==> config.mk <==
export PLATFORM = sky130hd
export DESIGN_NAME = alu_req_scheduler
export DESIGN_NICKNAME = d
export VERILOG_FILES = /design/src/rtl/alu_req_scheduler.sv
export SDC_FILE = /design/constraint.sdc
export NUM_CORES = 1
export LEC_CHECK = 0
export CORE_MARGIN = 2
export CORE_UTILIZATION = 44
export DETAILED_ROUTE_END_ITERATION = 6
export HOLD_SLACK_MARGIN = 0.05
export PLACE_DENSITY = 0.7
export SYNTH_ARGS = -nofsm -noshare
export SYNTH_HDL_FRONTEND = slang
export SYNTH_SLANG_ARGS = --single-unit
==> constraint.sdc <==
create_clock -name CLK -period 2.1 [get_ports CLK]
set_input_delay 0.42 -clock CLK [delete_from_list [all_inputs] [get_ports CLK]]
set_output_delay 0.42 -clock CLK [all_outputs]
set_load 0.1 [all_outputs]
==> src/rtl/alu_req_scheduler.sv <==
// Two-requester round-robin front end for a shared 8-bit sequential ALU.
// Sequences clear/begin/operands onto the ALU and returns a 16-bit result per requester.
module alu_req_scheduler #(
    parameter int unsigned A_CYC  = 1,
    parameter int unsigned B_CYC  = 3,
    parameter int unsigned LAT_AS = 12,
    parameter int unsigned LAT_MD = 40,
    parameter int unsigned CNT_W  = 6
) (
    input  logic        CLK,
    input  logic        RST_N,
    input  logic        req0,
    input  logic        req1,
    input  logic [1:0]  op0,
    input  logic [1:0]  op1,
    input  logic [7:0]  a0,
    input  logic [7:0]  a1,
    input  logic [7:0]  b0,
    input  logic [7:0]  b1,
    output logic        gnt0,
    output logic        gnt1,
    output logic        done0,
    output logic        done1,
    output logic [15:0] res0,
    output logic [15:0] res1,
    output logic        alu_rst,
    output logic        alu_begin,
    output logic [1:0]  alu_op,
    output logic [7:0]  alu_inbus,
    input  logic [7:0]  alu_outbus,
    output logic        busy
);

    typedef enum logic [1:0] {IDLE, CLR, RUN, RESP} state_t;

    state_t           state_q, state_d;
    logic [CNT_W-1:0] cyc_q, cyc_d;
    logic             ptr_q, ptr_d;
    logic             owner_q, owner_d;
    logic [1:0]       op_q, op_d;
    logic [7:0]       a_q, a_d, b_q, b_d, lo_q, lo_d;
    logic             pick1;
    logic             gnt0_d, gnt1_d, done_d, alu_rst_d, alu_begin_d;
    logic [7:0]       inbus_d;
    logic [15:0]      res_d;

    assign pick1  = req1 && (!req0 || ptr_q);
    assign alu_op = op_q;

    // Outputs are registered, so ALU-facing strobes are decoded from cyc_q one
    // cycle early; alu_outbus is sampled directly, hence the +1 on its indices.
    always_comb begin
        state_d     = state_q;
        cyc_d       = cyc_q;
        ptr_d       = ptr_q;
        owner_d     = owner_q;
        op_d        = op_q;
        a_d         = a_q;
        b_d         = b_q;
        lo_d        = lo_q;
        gnt0_d      = 1'b0;
        gnt1_d      = 1'b0;
        done_d      = 1'b0;
        alu_rst_d   = 1'b0;
        alu_begin_d = 1'b0;
        inbus_d     = '0;
        res_d       = '0;
        unique case (state_q)
            IDLE: begin
                if (req0 || req1) begin
                    owner_d = pick1;
                    ptr_d   = !pick1;
                    op_d    = pick1 ? op1 : op0;
                    a_d     = pick1 ? a1 : a0;
                    b_d     = pick1 ? b1 : b0;
                    gnt0_d  = !pick1;
                    gnt1_d  = pick1;
                    state_d = CLR;
                end
            end
            CLR: begin
                alu_rst_d = 1'b1;
                cyc_d     = '0;
                state_d   = RUN;
            end
            RUN: begin
                cyc_d       = cyc_q + CNT_W'(1);
                alu_begin_d = (cyc_q == '0);
                if (cyc_q == CNT_W'(A_CYC))
                    inbus_d = a_q;
                else if (cyc_q == CNT_W'(B_CYC))
                    inbus_d = b_q;
                if (!op_q[1]) begin
                    if (cyc_q == CNT_W'(LAT_AS + 1)) begin
                        res_d   = {8'h00, alu_outbus};
                        done_d  = 1'b1;
                        state_d = RESP;
                    end
                end else begin
                    if (cyc_q == CNT_W'(LAT_MD + 1))
                        lo_d = alu_outbus;
                    if (cyc_q == CNT_W'(LAT_MD + 2)) begin
                        res_d   = {alu_outbus, lo_q};
                        done_d  = 1'b1;
                        state_d = RESP;
                    end
                end
            end
            RESP: state_d = IDLE;
            default: state_d = IDLE;
        endcase
    end

    always_ff @(posedge CLK or negedge RST_N) begin
        if (!RST_N) begin
            state_q   <= IDLE;
            cyc_q     <= '0;
            ptr_q     <= 1'b0;
            owner_q   <= 1'b0;
            op_q      <= '0;
            a_q       <= '0;
            b_q       <= '0;
            lo_q      <= '0;
            gnt0      <= 1'b0;
            gnt1      <= 1'b0;
            done0     <= 1'b0;
            done1     <= 1'b0;
            res0      <= '0;
            res1      <= '0;
            alu_rst   <= 1'b0;
            alu_begin <= 1'b0;
            alu_inbus <= '0;
            busy      <= 1'b0;
        end else begin
            state_q   <= state_d;
            cyc_q     <= cyc_d;
            ptr_q     <= ptr_d;
            owner_q   <= owner_d;
            op_q      <= op_d;
            a_q       <= a_d;
            b_q       <= b_d;
            lo_q      <= lo_d;
            gnt0      <= gnt0_d;
            gnt1      <= gnt1_d;
            done0     <= done_d && !owner_q;
            done1     <= done_d && owner_q;
            if (done_d && !owner_q)
                res0 <= res_d;
            if (done_d && owner_q)
                res1 <= res_d;
            alu_rst   <= alu_rst_d;
            alu_begin <= alu_begin_d;
            alu_inbus <= inbus_d;
            busy      <= (state_d != IDLE);
        end
    end

endmodule

==> results of run 1 <==
[through the flow]
stage	util	setup slack [ns]	hold WS, ns
final	0.607	0.251	0.485
after global routing	0.607	0.110	0.522
after floorplan	-	0.200	0.124
after global placement	0.578	0.247	0.420
after CTS	0.607	0.172	0.489
after detailed placement	0.578	0.207	0.422
[worst reg2reg max path, cell delays in order, from the launching register on]
cell     delay, ns
dfrtp_1       0.42
inv_1         0.09
ha_1          0.27
and4_1        0.56
buf_4         0.20
nand2_1       0.06
mux2i_1       0.16
[per-layer routing]
layer / global-route usage / wire (um) / vias up
met5: 0 / 0 / -
met4: 0.0643 / 86 / 0
met3: 0.0415 / 422 / 8
met2: 0.295 / 3770 / 83
met1: 0.238 / 3610 / 1294
li1: - / - / 1304
[sequential cells by signal (all words and copies together) (netlist names), 2 cells and up]
signal and count:
res0 16, res1 16, a_q 8, alu_inbus 8, b_q 8, lo_q 8
cyc_q 6, alu_op 2, state_q 2
[power by group through the flow]
stage / Combinational [W] / Clock, W / Sequential, W
finish: 0.00166 / 0.00132 / 0.00205
global route: 0.00181 / 0.00141 / 0.00208
CTS: 0.00168 / 0.00136 / 0.00205
detailed placement: 0.00167 / 0 / 0.00208
global placement: 0.00164 / 0 / 0.00207
floorplan: 0.000643 / 0 / 0.00258
[synth_stat cells, types with 3 or more instances]
cell type | number | area share
ha_1 | 7 | 0.024
a22oi_1 | 15 | 0.030
and3_1 | 3 | 0.0050
nand3_1 | 4 | 0.0054
inv_1 | 36 | 0.036
nand2_1 | 27 | 0.027
clkbuf_1 | 5 | 0.0050
mux2i_1 | 43 | 0.12
buf_2 | 6 | 0.0081
o21ai_0 | 20 | 0.027
mux2_2 | 8 | 0.024
a22o_1 | 12 | 0.028
nor2b_1 | 9 | 0.015
dfrtp_1 | 83 | 0.56
nor2_1 | 4 | 0.0040
[path summary, 6_finish.rpt]
path	start	endpoint	cells after the start	slack, ns
max reg2reg	state_q[0]	res1[15]	6	0.25
min reg2reg	a_q[4]	a_q[4]	2	0.48
min	a_q[4]	a_q[4]	2	0.48
min in group asynchronous	RST_N	done0	2	0.59
max in group asynchronous	RST_N	lo_q[1]	3	0.85
max	state_q[0]	res1[15]	6	0.25
[final cells by class]
cell class | count | area, um^2 | share of cell area
repair buffers | 112 | 996 | 0.200
flip-flops and latches | 83 | 2080 | 0.417
well taps | 105 | 131 | 0.0263
multi-input cells | 184 | 1420 | 0.284
clock buffers | 10 | 128 | 0.0256
clock inverters | 5 | 103 | 0.0206
inverters | 36 | 135 | 0.0271
[timing repair]
item,4_1_cts,5_1_grt
hold endpoints to repair,22,0
hold buffers,1,0
resized for setup,0,0
[logic make-up (layout without fill, tap and decap cells)]
| group | Yosys count | count (layout) | share of synthesized area |
|---|---|---|---|
| AOI/OAI and AO/OA | 57 | 57 | 0.109 |
| and+or+nand+nor | 66 | 66 | 0.0972 |
| adders and majority gates | 7 | 7 | 0.0235 |
| muxes | 53 | 53 | 0.147 |
| buffers and inverters | 51 | 163 | 0.0629 |
| DFF | 83 | 83 | 0.558 |
| xor gates and xnor gates | 1 | 1 | 0.00235 |
==> results.json, run 1 <==
{
  "status": "finished, final reports clean",
  "fin_nets": 481,
  "start_util": 0.453,
  "hold_viol_final": 0,
  "cts-root-buf": "clkbuf_8",
  "pwr-share-seq": 0.407,
  "drv_cap": 0,
  "cts_max_level": 3,
  "die_h_um": 96.0,
  "p_int_w": 0.00319,
  "dieArea_mm2": 0.00921,
  "row_count": 33,
  "slew_violations": 0,
  "cts_tree": "yes",
  "hp-class": "register to register",
  "critPathLaunchType": "register",
  "cts_buffers": 9,
  "wirelength_um": 7890,
  "overflow": 0,
  "clk_latency_ns": 0.35,
  "grt_pass1_wl_um": 12700,
  "synth_area_mm2": 0.00372,
  "total_power_w": 0.00502,
  "fin_crit_sh": 0.881,
  "combPwrFrac": 0.330,
  "p_per_area_mw_per_mm2": 1010,
  "syn-num-nets": 373,
  "crit_chain": "inv_1 > ha_1 > and4_1 > buf_4 > nand2_1 > mux2i_1",
  "stdcell_count": 535,
  "place_area_mm2": 0.00475,
  "fp.coreArea_mm2": 0.00822,
  "drc": 0,
  "routedWlPerCell_um": 14.7,
  "leakagePower_nw": 2.29,
  "grt_pass1_vias": 2694,
  "grt.total_usage": 0.181,
  "floorplan.io_pins": 97,
  "die_x_um": 96.0,
  "vias": 2689,
  "ys_types": 43,
  "cp_max_fo": 13,
  "critPathArrivalTime_ns": 2.11,
  "final_common_cell": "dfrtp_1",
  "postCtsSetupBuffers": 0,
  "postLayoutCellArea_mm2": 0.00499,
  "finalSetupTns_ns": 0,
  "grt_max_degree": 39,
  "finClkSkew_ns": 0.0105,
  "timing.slew.headroom": 0.649,
  "diodes": 0,
  "io_buffers": 96,
  "slowest_delay_ns": 0.56,
  "clkPwrFrac": 0.263,
  "required_ns": 2.36,
  "drt_first_pass_iters": 4,
  "area_delta_synth_final_pct": 34.1,
  "cts.sinks": 83,
  "drive_above_1_share": 0.226,
  "synthFlopType": "dfrtp_1",
  "place_hpwl_um": 5890,
  "rsz0062_at_grt": "no",
  "worst-setup-path-type": "register to register",
  "end_kind": "register",
  "syn_area_per_cell_um2": 11.7,
  "fillCellCount": 678,
  "viasPerCell": 5.03,
  "seq_area_frac_synth": 0.558,
  "timing.fmax_mhz": 541,
  "syn_inst": 318,
  "synth-warning-count": 0,
  "power_switching_w": 0.00183,
  "place_inst": 519,
  "crit_buf_inv": 2,
  "setup_viol": 0,
  "synth-edff-count": 0,
  "drt.antenna.violating_nets": 0,
  "layout_common_cells": "dfrtp_1 (82), buf_4 (62), clkdlybuf4s50_1 (46)",
  "ys_ff_latch": 83,
  "fin_crit_ns": 1.85,
  "gp_congestion": 0.796,
  "clk_pin_slew_ns": 0.08,
  "antenna_found_initial": 0,
  "drt_iter0_markers": 94,
  "p_sw_frac": 0.365,
  "tightest_slew_ns": 0.522,
  "cpMaxStageDelayCell": "and4_1",
  "async_flop_share": 1.00,
  "peakVddDrop_v": 0.000733,
  "clk_path_buf_depth": 2,
  "crit_family": "simple AND/OR/NAND/NOR gates"
}
Power figures use the tool's default switching activity.
==> inputs of run 2 (changes only) <==
--- a/config.mk
+++ b/config.mk
@@ -5,11 +5,14 @@
 export SDC_FILE = /design/constraint.sdc
 export NUM_CORES = 1
 export LEC_CHECK = 0
+export CELL_PAD_IN_SITES_DETAIL_PLACEMENT = 1
+export CELL_PAD_IN_SITES_GLOBAL_PLACEMENT = 2
 export CORE_MARGIN = 2
-export CORE_UTILIZATION = 44
+export CORE_UTILIZATION = 31
 export DETAILED_ROUTE_END_ITERATION = 6
 export HOLD_SLACK_MARGIN = 0.05
-export PLACE_DENSITY = 0.7
+export PLACE_DENSITY = 0.76
+export SLEW_MARGIN = 10
 export SYNTH_ARGS = -nofsm -noshare
 export SYNTH_HDL_FRONTEND = slang
 export SYNTH_SLANG_ARGS = --single-unit
==> run 2 against run 1 <==
Cell area is 3.4% higher. Critical path depth unchanged. Critical path type unchanged. Count of clock-buffer cells in the layout grew 1. Clock skew is 0.0032 ns lower. Non-clock buffer count up 1. Setup slack better by 0.031 ns. Die area is 40% higher. Largest cell class unchanged. Hold slack worse by 0.0033 ns. Total power rose by 7.6%.
==> results.json, run 2 (same netlist as run 1, synthesis figures left out) <==
{
  "fin_crit_sh": 0.866,
  "overflow": 0,
  "hold_viol_final": 0,
  "finClkSkew_ns": 0.00729,
  "endpoint": "lo_q[3]",
  "vias": 2712,
  "total_power_w": 0.00541,
  "diodes": 0,
  "cp_max_fo": 8,
  "fin_crit_ns": 1.82,
  "whs_ns": 0.482,
  "dpl_worst_slack_ns": 0.191,
  "slew_violations": 0,
  "setup.worst_path.start": "state_q[0]",
  "critPathArrivalTime_ns": 2.03,
  "cts_tree": "yes",
  "floorplan.io_pins": 97,
  "cp.depth": 6,
  "row_count": 40,
  "drt.antenna.violating_nets": 0,
  "postCtsSetupBuffers": 0,
  "antenna_found_initial": 0,
  "p_per_area_mw_per_mm2": 1050,
  "setup_ws_ns": 0.282,
  "r2r_cells": 6,
  "grt_pass1_vias": 2987,
  "cts_max_level": 3,
  "crit_buf_inv": 2,
  "required_ns": 2.31,
  "clk_latency_ns": 0.33,
  "gp_congestion": 0.752,
  "fin_nets": 482,
  "slowest_delay_ns": 0.43,
  "drive_above_1_share": 0.231,
  "routedWlPerCell_um": 16.1,
  "clk_pin_slew_ns": 0.06,
  "viasPerCell": 4.68,
  "hp-class": "register to register",
  "layout_common_cells": "dfrtp_1 (82), buf_4 (61), clkdlybuf4s50_1 (46)",
  "cts-root-buf": "clkbuf_16",
  "rsz0062_at_grt": "no",
  "die_h_um": 114,
  "drv_cap": 0,
  "status": "finished, final reports clean",
  "grt_pass1_wl_um": 15300,
  "r2r-end": "lo_q[3]",
  "worst-setup-path-type": "register to register",
  "cts_buffers": 9,
  "cpMaxStageDelayCell": "dfrtp_1",
  "reg.largest.list": "res0 (16), res1 (16)",
  "grt.total_usage": 0.151,
  "critPathLaunchType": "register",
  "finalSetupTns_ns": 0,
  "final_common_cell": "dfrtp_1",
  "crit_chain": "inv_1 > ha_1 > nand4b_1 > nor3_2 > buf_4 > mux2_2",
  "die_x_um": 114,
  "final_util": 0.435,
  "leakagePower_nw": 2.35,
  "io_buffers": 96,
  "reg2reg_from": "state_q[0]",
  "setup_viol": 0,
  "drt_first_pass_iters": 4,
  "timing.fmax_mhz": 550,
  "regToRegSetupSlack_ns": 0.28,
  "place_hpwl_um": 6870,
  "end_kind": "register",
  "cts.sinks": 83,
  "drt_iter0_markers": 58,
  "grt_max_degree": 35,
  "timing.slew.headroom": 0.649,
  "crit_family": "flip-flops",
  "start_util": 0.314,
  "area_delta_synth_final_pct": 38.6,
  "tightest_slew_ns": 0.521,
  "fp.coreArea_mm2": 0.0119,
  "dieArea_mm2": 0.0129,
  "peakVddDrop_v": 0.000536,
  "clk_path_buf_depth": 2,
  "wirelength_um": 9290,
  "drc": 0
}
==> run 2: report_power, final <==
group | total [W] | switching, W | internal [W] | leakage [nW]
Combinational | 0.00173 | 0.00116 | 0.000575 | 1.18
Sequential | 0.00205 | 0.000177 | 0.00188 | 1.02
Clock | 0.00162 | 0.000629 | 0.000990 | 0.152
Total | 0.00541 | 0.00196 | 0.00344 | 2.35
==> run 2: metrics by stage <==
stage                     cell area [um^2]  instances
final                                 5160        579
after global routing                  5160        579
after CTS                             5160        579
after detailed placement              4830        562
after global placement                4830        562
after floorplan                       3720        318
==> run 2: worst min-delay path by stage <==
stage	start	end	slack, ns	depth (start not counted)
5_1_grt	a_q[3]	a_q[3]	0.53	2
2_1_floorplan	RST_N	a_q[0]	0.12	0
6_report	a_q[1]	a_q[1]	0.48	2
4_1_cts	a_q[1]	a_q[1]	0.49	2
3_3_place_gp	RST_N	res1[8]	0.37	1
3_5_place_dp	RST_N	done0	0.37	1
==> run 2: final cells by class <==
type | instances | area (um^2)
fill | 1299 | 6710
sequential | 83 | 2080
multi-input combinational | 184 | 1420
timing repair buffer | 113 | 1030
clock buffer | 11 | 253
tap | 147 | 184
inverter | 36 | 135
clock inverter | 5 | 60.1
==> run 2: what timing repair did <==
item,in CTS,in global routing
hold buffers,1,0
gates resized for setup,0,0
setup endpoints to repair,0,0
hold endpoints to repair,26,0
==> run 2: metal layers <==
layer | part of all wire | GRT usage
met3 | 0.054 | 0.0329
met4 | 0.010 | 0.0488
met2 | 0.48 | 0.257
met5 | 0 | 0
met1 | 0.46 | 0.192
==> run 2: worst register-to-register path, stage by stage, from the launching register on <==
cell and delay (ns):
dfrtp_1 0.43, inv_1 0.10, ha_1 0.30, nand4b_1 0.20
nor3_2 0.13, buf_4 0.19, mux2_2 0.35
==> inputs of run 3 (changes only) <==
--- a/config.mk
+++ b/config.mk
@@ -7,7 +7,6 @@
 export LEC_CHECK = 0
 export CELL_PAD_IN_SITES_DETAIL_PLACEMENT = 1
 export CELL_PAD_IN_SITES_GLOBAL_PLACEMENT = 2
-export CORE_MARGIN = 2
 export CORE_UTILIZATION = 31
 export DETAILED_ROUTE_END_ITERATION = 6
 export HOLD_SLACK_MARGIN = 0.05
==> run 3 against run 2 <==
Hold slack worse by 0.40 ns. Non-clock buffer count shrank 2. Total power fell by 5.1%. Sequential power is essentially flat. Critical path depth shrank 1. Utilization increased by 0.16 points. Sequential share of layout area grew 0.88 points. Count of clock-buffer cells in the layout grew 2. First-iteration DRC count rose by 19%. Maximum frequency is 1.6% higher. The run now ends with DRC left. Critical endpoint is now res0[4]. Register-to-register slack gained 0.03 ns. Clock power down 14%.
==> results.json, run 3 (same netlist as run 1, synthesis figures left out) <==
{
  "status": "finished, violations left",
  "violations": "DRC",
  "reg.largest.list": "res0 (16), res1 (16)",
  "cts-root-buf": "clkbuf_16",
  "stdcell_count": 570,
  "critPathLaunchType": "register",
  "drt_iter0_markers": 69,
  "slew_violations": 0,
  "drv_cap": 0,
  "row_count": 39,
  "layout_common_cells": "dfrtp_1 (82), buf_4 (62), clkdlybuf4s50_1 (46)",
  "seq_area_mm2": 0.00208,
  "timing.slew.headroom": 0.607,
  "place_hpwl_um": 6660,
  "wirelength_um": 9120,
  "place_inst": 557,
  "fillCellCount": 1259,
  "start_util": 0.322,
  "clk_path_buf_depth": 2,
  "worst-setup-path-type": "register to register",
  "peakVddDrop_v": 0.000662,
  "setup_viol": 0,
  "grt.total_usage": 0.162,
  "postCtsSetupBuffers": 0,
  "combPwrFrac": 0.331,
  "hp-class": "primary input to asynchronous set/reset pin",
  "dieArea_mm2": 0.0124,
  "finClkSkew_ns": 0.00389,
  "r2r_cells": 5,
  "grt_pass1_vias": 2979,
  "cts.sinks": 83,
  "gp_congestion": 0.741,
  "io_buffers": 96,
  "cts_buffers": 9,
  "fin_crit_sh": 0.852,
  "clkPwrFrac": 0.270,
  "tightest_slew_ns": 0.584,
  "die_x_um": 112,
  "overflow": 0,
  "cts-resized-gates": 0,
  "drc": 9,
  "antenna_found_initial": 0,
  "cts_max_level": 3,
  "finalSetupTns_ns": 0,
  "routedWlPerCell_um": 16.0,
  "hold_viol_final": 0,
  "leakagePower_nw": 2.30,
  "end_kind": "register",
  "grt_pass1_wl_um": 15400,
  "required_ns": 2.36,
  "p_sw_frac": 0.370,
  "critPathArrivalTime_ns": 2.04,
  "p_per_area_mw_per_mm2": 1020,
  "timing.fmax_mhz": 559,
  "drt.antenna.violating_nets": 0,
  "fin_crit_ns": 1.79,
  "power_switching_w": 0.00190,
  "grt_max_degree": 44,
  "vias": 2714,
  "pwr-share-seq": 0.398,
  "fp.coreArea_mm2": 0.0116,
  "rsz0062_at_grt": "no",
  "clk_latency_ns": 0.33,
  "cts_tree": "yes",
  "floorplan.io_pins": 97,
  "drt_first_pass_iters": 7,
  "fin_nets": 480,
  "final_common_cell": "dfrtp_1",
  "drive_above_1_share": 0.218,
  "diodes": 0,
  "cp_max_fo": 12,
  "viasPerCell": 4.76,
  "clk_pin_slew_ns": 0.06,
  "die_h_um": 112,
  "whs_ns": 0.0840,
  "p_int_w": 0.00323,
  "cts-hold-fix-buffers": 0,
  "area_delta_synth_final_pct": 35.6,
  "multi_input_area_mm2": 0.00142
}
[run 3: layer usage]
layer / GRT usage / up-vias / routed length (um)
met5: 0 / - / 0
met4: 0.0703 / 0 / 158
met3: 0.0338 / 12 / 460
met2: 0.265 / 82 / 4310
met1: 0.207 / 1319 / 4190
li1: - / 1301 / -
[run 3: worst paths after layout]
path                          start  endpoint  slack, ns
setup / recovery           cyc_q[2]   res0[4]       0.31
hold / removal                RST_N  res0[14]       0.08
setup reg to reg           cyc_q[2]   res0[4]       0.31
hold reg to reg              a_q[4]    a_q[4]       0.49
max in group asynchronous     RST_N  res1[15]       1.32
min in group CLK             a_q[4]    a_q[4]       0.49
[run 3: power by group through the flow]
stage	Sequential (W)	Clock (W)	Combinational, W
4_1_cts	0.00205	0.00144	0.00172
3_3_place_gp	0.00207	0	0.00169
5_1_grt	0.00209	0.00150	0.00183
2_1_floorplan	0.00258	0	0.000643
6_report	0.00204	0.00139	0.00170
3_5_place_dp	0.00208	0	0.00172
[run 3: layout make-up]
class                      instances  area share
sequential                        83       0.412
multi-input combinational        184       0.281
timing repair buffer             111       0.195
clock buffer                      13      0.0496
tap                              143      0.0355
inverter                          36      0.0268
[run 3: critical path, cell delays in order, from the launching register on]
cell and delay (ns):
dfrtp_1 0.49, nor3b_1 0.31, nand3_2 0.18, a21oi_4 0.21, buf_4 0.29, mux2i_1 0.22
[run 3: metrics by stage]
step                      power [W]  cell area (um^2)  worst slack (ns)   util
after floorplan             0.00323              3720             0.200      -
after global placement      0.00377              4800             0.222  0.415
after detailed placement    0.00379              4800             0.151  0.415
after CTS                   0.00521              5050             0.283  0.436
after global routing        0.00542              5050             0.133  0.436
final                       0.00513              5050             0.311  0.436
